[src/rtl/psram_ahbl_wbuf.sv]
// AHB-Lite posted-write buffer for the PSRAM start/done core (data space only).
// Define PSRAM_WBUF_FWD_EN to forward word reads that hit the newest buffered word write.
module psram_ahbl_wbuf #(
    parameter int unsigned DEPTH = 4,
    parameter int unsigned AW    = 23
) (
    input  logic        HCLK,
    input  logic        HRESETn,
    input  logic        HSEL,
    input  logic [31:0] HADDR,
    input  logic [31:0] HWDATA,
    input  logic [1:0]  HTRANS,
    input  logic [2:0]  HSIZE,
    input  logic        HWRITE,
    input  logic        HREADY,
    output logic        HREADYOUT,
    output logic [31:0] HRDATA,
    output logic [23:0] m_addr,
    output logic [31:0] m_wdata,
    output logic [2:0]  m_size,
    output logic        m_rd_wr,
    output logic        m_start,
    input  logic        m_done,
    input  logic [31:0] m_rdata,
    output logic        wbuf_empty
);
    localparam int unsigned PW = $clog2(DEPTH);

    typedef enum logic [1:0] {StIdle, StWBusy, StRBusy} state_e;
    state_e state_q, state_d;

    logic          dp_valid_q, dp_write_q;
    logic [AW-1:0] dp_addr_q;
    logic [2:0]    dp_size_q;
    logic          rd_pend_q, rd_done_q;

    logic [AW-1:0] fifo_addr [DEPTH];
    logic [31:0]   fifo_data [DEPTH];
    logic [2:0]    fifo_size [DEPTH];
    logic [PW-1:0] wptr_q, rptr_q;
    logic [PW:0]   cnt_q;

    logic [23:0] m_addr_q;
    logic [31:0] m_wdata_q;
    logic [2:0]  m_size_q;
    logic        m_rd_wr_q;

    logic        addr_ph, wr_dp, rd_dp, fifo_empty, fifo_full, push, pop, go_w, go_r;
    logic        fwd_hit;
    logic [31:0] fwd_data;
    logic [2:0]  hsize_bytes;
    logic        unused;

    assign unused      = ^{HADDR[31:24], HTRANS[0]};
    assign addr_ph     = HSEL & HTRANS[1] & HREADY & ~HADDR[23];
    assign hsize_bytes = (HSIZE == 3'd0) ? 3'd1 : (HSIZE == 3'd1) ? 3'd2 : 3'd4;
    assign wr_dp       = dp_valid_q & dp_write_q;
    assign rd_dp       = dp_valid_q & ~dp_write_q;
    assign fifo_empty  = (cnt_q == '0);
    assign fifo_full   = (cnt_q == (PW+1)'(DEPTH));
    assign pop         = (state_q == StWBusy) & m_done;
    // A full FIFO still accepts when the head retires in the same cycle.
    assign push        = wr_dp & (~fifo_full | pop);
    assign go_w        = (state_q == StIdle) & ~fifo_empty;
    assign go_r        = (state_q == StIdle) & fifo_empty & rd_pend_q;
    assign HREADYOUT   = ~(wr_dp & ~push) & ~(rd_dp & ~rd_done_q);
    assign wbuf_empty  = fifo_empty & (state_q == StIdle) & ~m_start;

`ifdef PSRAM_WBUF_FWD_EN
    logic [PW-1:0] newest;
    assign newest   = wptr_q - PW'(1);
    assign fwd_hit  = rd_pend_q & ~fifo_empty & (dp_size_q == 3'd4) &
                      (fifo_size[newest] == 3'd4) &
                      (fifo_addr[newest][AW-1:2] == dp_addr_q[AW-1:2]);
    assign fwd_data = fifo_data[newest];
`else
    assign fwd_hit  = 1'b0;
    assign fwd_data = '0;
`endif

    always_ff @(posedge HCLK or negedge HRESETn) begin
        if (!HRESETn) begin
            dp_valid_q <= 1'b0;
            dp_write_q <= 1'b0;
            dp_addr_q  <= '0;
            dp_size_q  <= 3'd1;
        end else if (HREADY) begin
            dp_valid_q <= addr_ph;
            dp_write_q <= HWRITE;
            dp_addr_q  <= HADDR[AW-1:0];
            dp_size_q  <= hsize_bytes;
        end
    end

    always_ff @(posedge HCLK or negedge HRESETn) begin
        if (!HRESETn) begin
            rd_pend_q <= 1'b0;
            rd_done_q <= 1'b0;
            HRDATA    <= '0;
        end else begin
            if (addr_ph && !HWRITE) begin
                rd_pend_q <= 1'b1;
            end else if ((state_q == StRBusy && m_done) || fwd_hit) begin
                rd_pend_q <= 1'b0;
            end
            if ((state_q == StRBusy && m_done) || fwd_hit) begin
                rd_done_q <= 1'b1;
            end else if (HREADY) begin
                rd_done_q <= 1'b0;
            end
            if (state_q == StRBusy && m_done) begin
                HRDATA <= m_rdata;
            end else if (fwd_hit) begin
                HRDATA <= fwd_data;
            end
        end
    end

    always_ff @(posedge HCLK) begin
        if (push) begin
            fifo_addr[wptr_q] <= dp_addr_q;
            fifo_data[wptr_q] <= HWDATA;
            fifo_size[wptr_q] <= dp_size_q;
        end
    end

    always_ff @(posedge HCLK or negedge HRESETn) begin
        if (!HRESETn) begin
            wptr_q <= '0;
            rptr_q <= '0;
            cnt_q  <= '0;
        end else begin
            if (push) wptr_q <= wptr_q + PW'(1);
            if (pop)  rptr_q <= rptr_q + PW'(1);
            if (push && !pop)      cnt_q <= cnt_q + (PW+1)'(1);
            else if (pop && !push) cnt_q <= cnt_q - (PW+1)'(1);
        end
    end

    always_ff @(posedge HCLK or negedge HRESETn) begin
        if (!HRESETn) begin
            state_q <= StIdle;
        end else begin
            state_q <= state_d;
        end
    end

    always_comb begin
        state_d = state_q;
        unique case (state_q)
            StIdle: begin
                if (go_w)      state_d = StWBusy;
                else if (go_r) state_d = StRBusy;
            end
            StWBusy, StRBusy: begin
                if (m_done) state_d = StIdle;
            end
            default: state_d = StIdle;
        endcase
    end

    // Core command is presented live on the start cycle, then held from the capture registers.
    always_comb begin
        m_start = go_w | go_r;
        m_addr  = m_addr_q;
        m_wdata = m_wdata_q;
        m_size  = m_size_q;
        m_rd_wr = m_rd_wr_q;
        if (go_w) begin
            m_addr  = 24'(fifo_addr[rptr_q]);
            m_wdata = fifo_data[rptr_q];
            m_size  = fifo_size[rptr_q];
            m_rd_wr = 1'b0;
        end else if (go_r) begin
            m_addr  = 24'(dp_addr_q);
            m_size  = dp_size_q;
            m_rd_wr = 1'b1;
        end
    end

    always_ff @(posedge HCLK or negedge HRESETn) begin
        if (!HRESETn) begin
            m_addr_q  <= '0;
            m_wdata_q <= '0;
            m_size_q  <= 3'd1;
            m_rd_wr_q <= 1'b0;
        end else if (m_start) begin
            m_addr_q  <= m_addr;
            m_wdata_q <= m_wdata;
            m_size_q  <= m_size;
            m_rd_wr_q <= m_rd_wr;
        end
    end

endmodule

[config.mk]
export PLATFORM = sky130hd
export DESIGN_NAME = psram_ahbl_wbuf
export DESIGN_NICKNAME = d
export VERILOG_FILES = /design/src/rtl/psram_ahbl_wbuf.sv
export SDC_FILE = /design/constraint.sdc
export NUM_CORES = 1
export LEC_CHECK = 0
export BUFFER_PORTS_ARGS = -buffer_cell sky130_fd_sc_hd__buf_2
export CAP_MARGIN = 10
export CORE_MARGIN = 2
export CORE_UTILIZATION = 40
export DETAILED_ROUTE_END_ITERATION = 16
export GPL_TIMING_DRIVEN = 0
export PLACE_DENSITY_LB_ADDON = 0.15
export SYNTH_ARGS = -nofsm -noshare
export SYNTH_HDL_FRONTEND = slang
export SYNTH_SLANG_ARGS = --single-unit
[constraint.sdc]
create_clock -name HCLK -period 4.22 [get_ports HCLK]
set_clock_uncertainty 0.15 [all_clocks]
set_input_delay 0.211 -clock HCLK [delete_from_list [all_inputs] [get_ports HCLK]]
set_output_delay 0.211 -clock HCLK [all_outputs]
set_load 0.1 [all_outputs]
==> Yosys cells after proc, flatten, opt, wreduce, memory -nomap -nowiden <==
Memories as Yosys holds them, arrays and structs flattened.
Index checks and enable logic that the tools add are counted.
{ "totals": {"register_bits": 131, "latch_bits": 0, "mem_bits_rw": 232, "romBits": 0, "input_bits": 107, "elab_cells": 89, "n_memories": 3} }
{ "op_classes": {"add_sub_neg": 4, "multipliers": 0, "div": 0, "magnitude_cmp": 0, "eq_ne": 6, "n_shift": 0, "mux": 21, "n_bitwise": 25, "reduce_logical": 15} }
{ "mem_list": {"columns": ["name", "depth", "width", "read_ports", "rd_ports_with_merged_regs", "write_ports", "line_no", "source"], "rows": [
  ["fifo_data", 4, 32, 1, 0, 1, "38", "logic [31:0] fifo_data [DEPTH];"],
  ["fifo_addr", 4, 23, 1, 0, 1, "37", "logic [AW-1:0] fifo_addr [DEPTH];"],
  ["fifo_size", 4, 3, 1, 0, 1, "39", "logic [2:0] fifo_size [DEPTH];"]
]} }
{ "op_table": {"columns": ["operator", "n"], "rows": [
  ["two-way mux 24 bit", 2],
  ["two-way mux 32 bit", 1],
  ["two-way mux 3 bit", 6],
  ["AND 1 bit", 14],
  ["NOT 1 bit", 9],
  ["two-way mux 1 bit", 8],
  ["logical NOT 3 bit", 2],
  ["two-way mux 2 bit", 3],
  ["nonzero test 2 bit", 3],
  ["adder 2 x 1 -> 2 bit, second input constant", 2],
  ["logical AND 1 bit", 4],
  ["one-hot mux 2 bit (2 select lines)", 1],
  ["adder 3 x 1 -> 3 bit, second input constant", 1],
  ["equality test 3 x 1 -> 1 bit, second input constant", 1],
  ["equality test 3 bit, second input constant", 1],
  ["logical NOT 1 bit", 3],
  ["!= test 3 bit, second input constant", 1],
  ["subtractor 3 x 1 -> 3 bit, second input constant", 1],
  ["equality test 2 x 1 -> 1 bit, second input constant", 1],
  ["equality test 2 bit, second input constant", 1],
  ["logical NOT 2 bit", 1],
  ["!= test 2 bit, second input constant", 1],
  ["OR 1 bit", 2],
  ["AND reduction 2 bit", 1],
  ["OR reduction 2 bit", 1]
]} }

==> Longest topological paths before layout <==
{ "logic_depth": {"ltp_word": 8, "mapped_depth": 10, "mapped_depth_nobuf": 10} }

==> Least setup slack after synthesis <==
No wires, ideal clock.
{ "synth_path": {"path_type": "register to output", "from": "reg state_q[1]", "to": "out HREADYOUT", "arrival_ns": 3.010, "slack_ns": 0.849, "path_stages_with_launch": 6, "n_path_buf": 0, "path_cell_list": "dfrtp_1 inv_1 ha_1 nand2_1 and4_1 o21ai_0"} }
{ "synth_via": {"elab_chain_cells": 8} }
{ "synth_lines": {"columns": ["item", "line_no", "source"], "rows": [
  ["from (decl)", "30", "state_e state_q, state_d;"],
  ["from (signal assigned)", "142", "state_q <= StIdle;"],
  ["from (signal assigned)", "144", "state_q <= state_d;"],
  ["equality test 2 x 1 -> 1 bit", "61", "assign pop = (state_q == StWBusy) & m_done;"],
  ["AND 1 bit", "61", null],
  ["OR 1 bit", "63", "assign push = wr_dp & (~fifo_full | pop);"],
  ["AND 1 bit", "63", null],
  ["NOT 1 bit", "66", "assign HREADYOUT = ~(wr_dp & ~push) & ~(rd_dp & ~rd_done_q);"],
  ["AND 1 bit", "66", null],
  ["NOT 1 bit", "66", null],
  ["AND 1 bit", "66", null],
  ["to (decl)", "16", "output logic HREADYOUT,"]
]} }
Every way passes these cells.

==> Worst setup path in the final report <==
{ "layout_path": {"from": "reg cnt_q[0]", "to": "out m_addr[6]"} }
{ "layout_via": {"elab_chain_cells": 5, "elab_cells_between_ends": 7, "classes_between": "mux: 2; bitwise: 4; reduce/logical: 1"} }
{ "layout_lines": {"columns": ["item", "line_no", "source"], "rows": [
  ["from (decl)", "41", "logic [PW:0] cnt_q;"],
  ["from (signal assigned)", "135", "if (push && !pop) cnt_q <= cnt_q + (PW+1)'(1);"],
  ["from (signal assigned)", "136", "else if (pop && !push) cnt_q <= cnt_q - (PW+1)'(1);"],
  ["logical NOT 3 bit *", "59", "assign fifo_empty = (cnt_q == '0);"],
  ["AND 1 bit (2 in series)", "65", "assign go_r = (state_q == StIdle) & fifo_empty & rd_pend_q;"],
  ["two-way mux 24 bit", "174", "end else if (go_r) begin"],
  ["two-way mux 24 bit *", "169", "if (go_w) begin"],
  ["to (decl)", "18", "output logic [23:0] m_addr,"]
]} }
Mark *: on every way between the ends. The rest lies on a longest branch, timed or not.

==> qor_table.md <==
| Quantity | Value |
|---|---|
| Share of the synthesized area in the top cell type | 48.6% |
| Standard-cell row count | 69 |
| Final estimated routing congestion in global placement | 0.683 |
| Maximum clock path buffer count | 3 |
| Pin count of the biggest net entering global routing | 79 |
| Gate Count Post-Synth | 729 |
| Most frequent standard cell in the layout excluding fill and tap cells | edfxtp_1 |
| Post-synthesis instance area | 0.0143 sq mm |
| Setup CP Type | reg -> out |
| Post-route ant nets | 0 |
| Post-Synthesis Net Count | 845 |
| # clock sinks | 363 |
| Slew margin rel. | 45.6% |
| Mean instance size in the synthesized netlist | 19.7 sq um |
| Global route overflow | 0 |
| Number of fillers in the final layout | 2983 |
| Hold Vio Cnt, Final | 0 |
| Netlist cell types | 34 |
| Global Route Usage Sum | 17.3% |
| Vias | 7958 |
| Ratio of cells with drive above 1 in the final layout | 42.7% |
| Global-route wire length before repair | 50.4 mm |
| Fin Hold WS | 0.0183 ns |
| Final total negative setup slack | 0 ns |
| Detailed-route wire length | 32.2 mm |
| Port bufs | 191 |
| Slew of the pin with the lowest slew margin | 0.816 ns |
| Number of slew-limit violations in the final report | 0 |
| Nets@finish | 1182 |
| # Post-CTS Setup Buffers | 0 |
| Synthesis warning total | 0 |
| Post-detailed-route via-to-cell ratio | 5.11 |
| Maximum Capacitance Violations | 0 |
| Library cell used as clock root buffer | clkbuf_16 |
| Signed area change from the synthesized netlist to the final layout | 27.4% |
| Die area | 0.0374 sq mm |
| Wire per inst | 20.6 um |
| First drt pass iteration count | 5 |
| Iter 0 DRT Violations | 441 |
| Launching element type of the critical path | flip-flop |
| Arrival time at the worst endpoint | 3.08 ns |
| Clock insertion delay at the later pin of the skew report | 0.53 ns |
| Unrepaired setup endpoints after global routing | no |
| Number of antenna violations at the first check in global routing | 1 |
| Largest cells by area after synthesis | edfxtp_1, dfrtp_1, mux2_2, mux4_2, a221o_1 |
| Highest achievable clock rate | 290 MHz |
| Setup slack after layout | 0.776 ns |
| Number of buffers added by the clock tree synthesis step | 41 |
| Remaining design rule violation count | 0 |
| Initial Util | 40.4% |
| Maximum fanout count along the critical path | 10 |
| Slack of the worst reg-to-reg path | 1.43 ns |
| Count of inserted antenna diode cells | 0 |
| Final period demand of the worst path | 3.44 ns |
| Number of H-tree levels | 2 |
| Cell taking the most area after synthesis | edfxtp_1 |
| Chip Width | 193 um |
| Type of destination of the critical path | output pin |
| Worst min-delay path class | in -> reg |
| TritonCTS clock tree | done |
| Vias in the first global route | 8587 |
| Result of the run | complete, no violations |
| Sequential-to-total area share from yosys stat | 71.4% |
| WP data required | 3.86 ns |
| HPWL after detailed placement | 19.5 mm |
| Minimum setup slack after placement | 1.27 ns |
| Height of the die | 193 um |
| Final count of negative-setup-slack endpoints | 0 |
| Highest-count cells in the layout ignoring fill and taps | edfxtp_1, buf_2, dfrtp_1, mux2_2, dlygate4sd3_1 |
| Post-CTS resize count | 0 |
| Top Ports | 202 |
| Crit share post-route | 81.6% |
| Core area | 0.0355 sq mm |
| Synthesis-stage register bit count | 363 |
| Worst-path clk slew | 0.06 ns |
[cells in the mapped netlist, drive strengths merged]
cell      n
a31oi     1
nor2      6
nand2     5
nand4b    1
o21ai     5
edfxtp  232
a21o      2
o31ai     1
and3      1
inv       9
clkbuf   13
nand3     2
dfstp     2
a22o      1
nor3      2
mux4     58
buf      29
ha        8
nor2b    27
mux2    123
fa        1
nand2b    1
a221o    52
o22ai     1
xor2      2
xnor2     4
and2      6
a21oi     3
and4      1
dfrtp   129
o41ai     1
[cell type report]
class                           instances  area (sq um)  share of cell area (%)
Buffer                                 42           270                    1.48
Inverter                                9          33.8                   0.185
Clock inverter                         14          98.8                   0.541
Timing Repair Buffer                  294          2070                    11.3
Clock buffer                           60          1170                    6.40
Sequential cell                       363         10200                    56.1
Multi-Input combinational cell        315          3800                    20.8
Tap cell                              461           577                    3.16
[cell families after synthesis]
logic type                 share of synthesized area (%)
DFF                                                 71.4
xor gates and xnor gates                           0.366
muxes                                               18.8
adders and majority gates                          0.837
AOI/OAI and AO/OA                                   4.40
and+or+nand+nor                                     2.08
buffers and inverters                               2.12
[metal layers]
layer / global-route usage [%] / wire (um)
met1: 23.2 / 14200
met3: 2.95 / 1450
met4: 4.44 / 584
met2: 29.5 / 16000
met5: 0 / 0
[registers in the layout, summed over array words and instances, names as in the netlist, 2 cells and up]
register	count
HRDATA	32
cnt_q	3
dp_addr_q	23
dp_size_q	3
fifo_addr	92
fifo_data	128
fifo_size	12
m_addr_q	24
m_size_q	3
m_wdata_q	32
rptr_q	2
state_q	2
wptr_q	2
[critical path, stage by stage, from the launching register on]
cell,delay [ns]
dfrtp_1,0.48
o41ai_4,0.71
clkbuf_1,0.60
a221o_1,0.31
buf_2,0.44
[worst paths after layout]
check / from / end / cells after the start
max: cnt_q[0] / m_addr[6] / 4
min: HREADY / dp_addr_q[22] / 2
max reg2reg: state_q[1] / cnt_q[2] / 10
min reg2reg: m_addr_q[23] / m_addr_q[23] / 1
max in group asynchronous: HRESETn / dp_size_q[0] / 3
min in group asynchronous: HRESETn / m_wdata_q[15] / 2
[per-stage QoR]
| stage | utilization, % | instances | cell area [sq um] |
|---|---|---|---|
| after global placement | 44.7 | 1381 | 15900 |
| after detailed placement | 45.2 | 1386 | 16000 |
| after CTS | 51.5 | 1558 | 18300 |
| final | 51.5 | 1558 | 18300 |
| after global routing | 51.5 | 1558 | 18300 |
| after floorplan | - | 729 | 14300 |
[what timing repair did]
action,CTS,global route
endpoints found under the hold margin,246,0
endpoints found under the setup margin,0,0
hold buffers,98,0
Power is not shown: default switching activity piles up to over one toggle a cycle in this logic, so the estimate is an artifact.
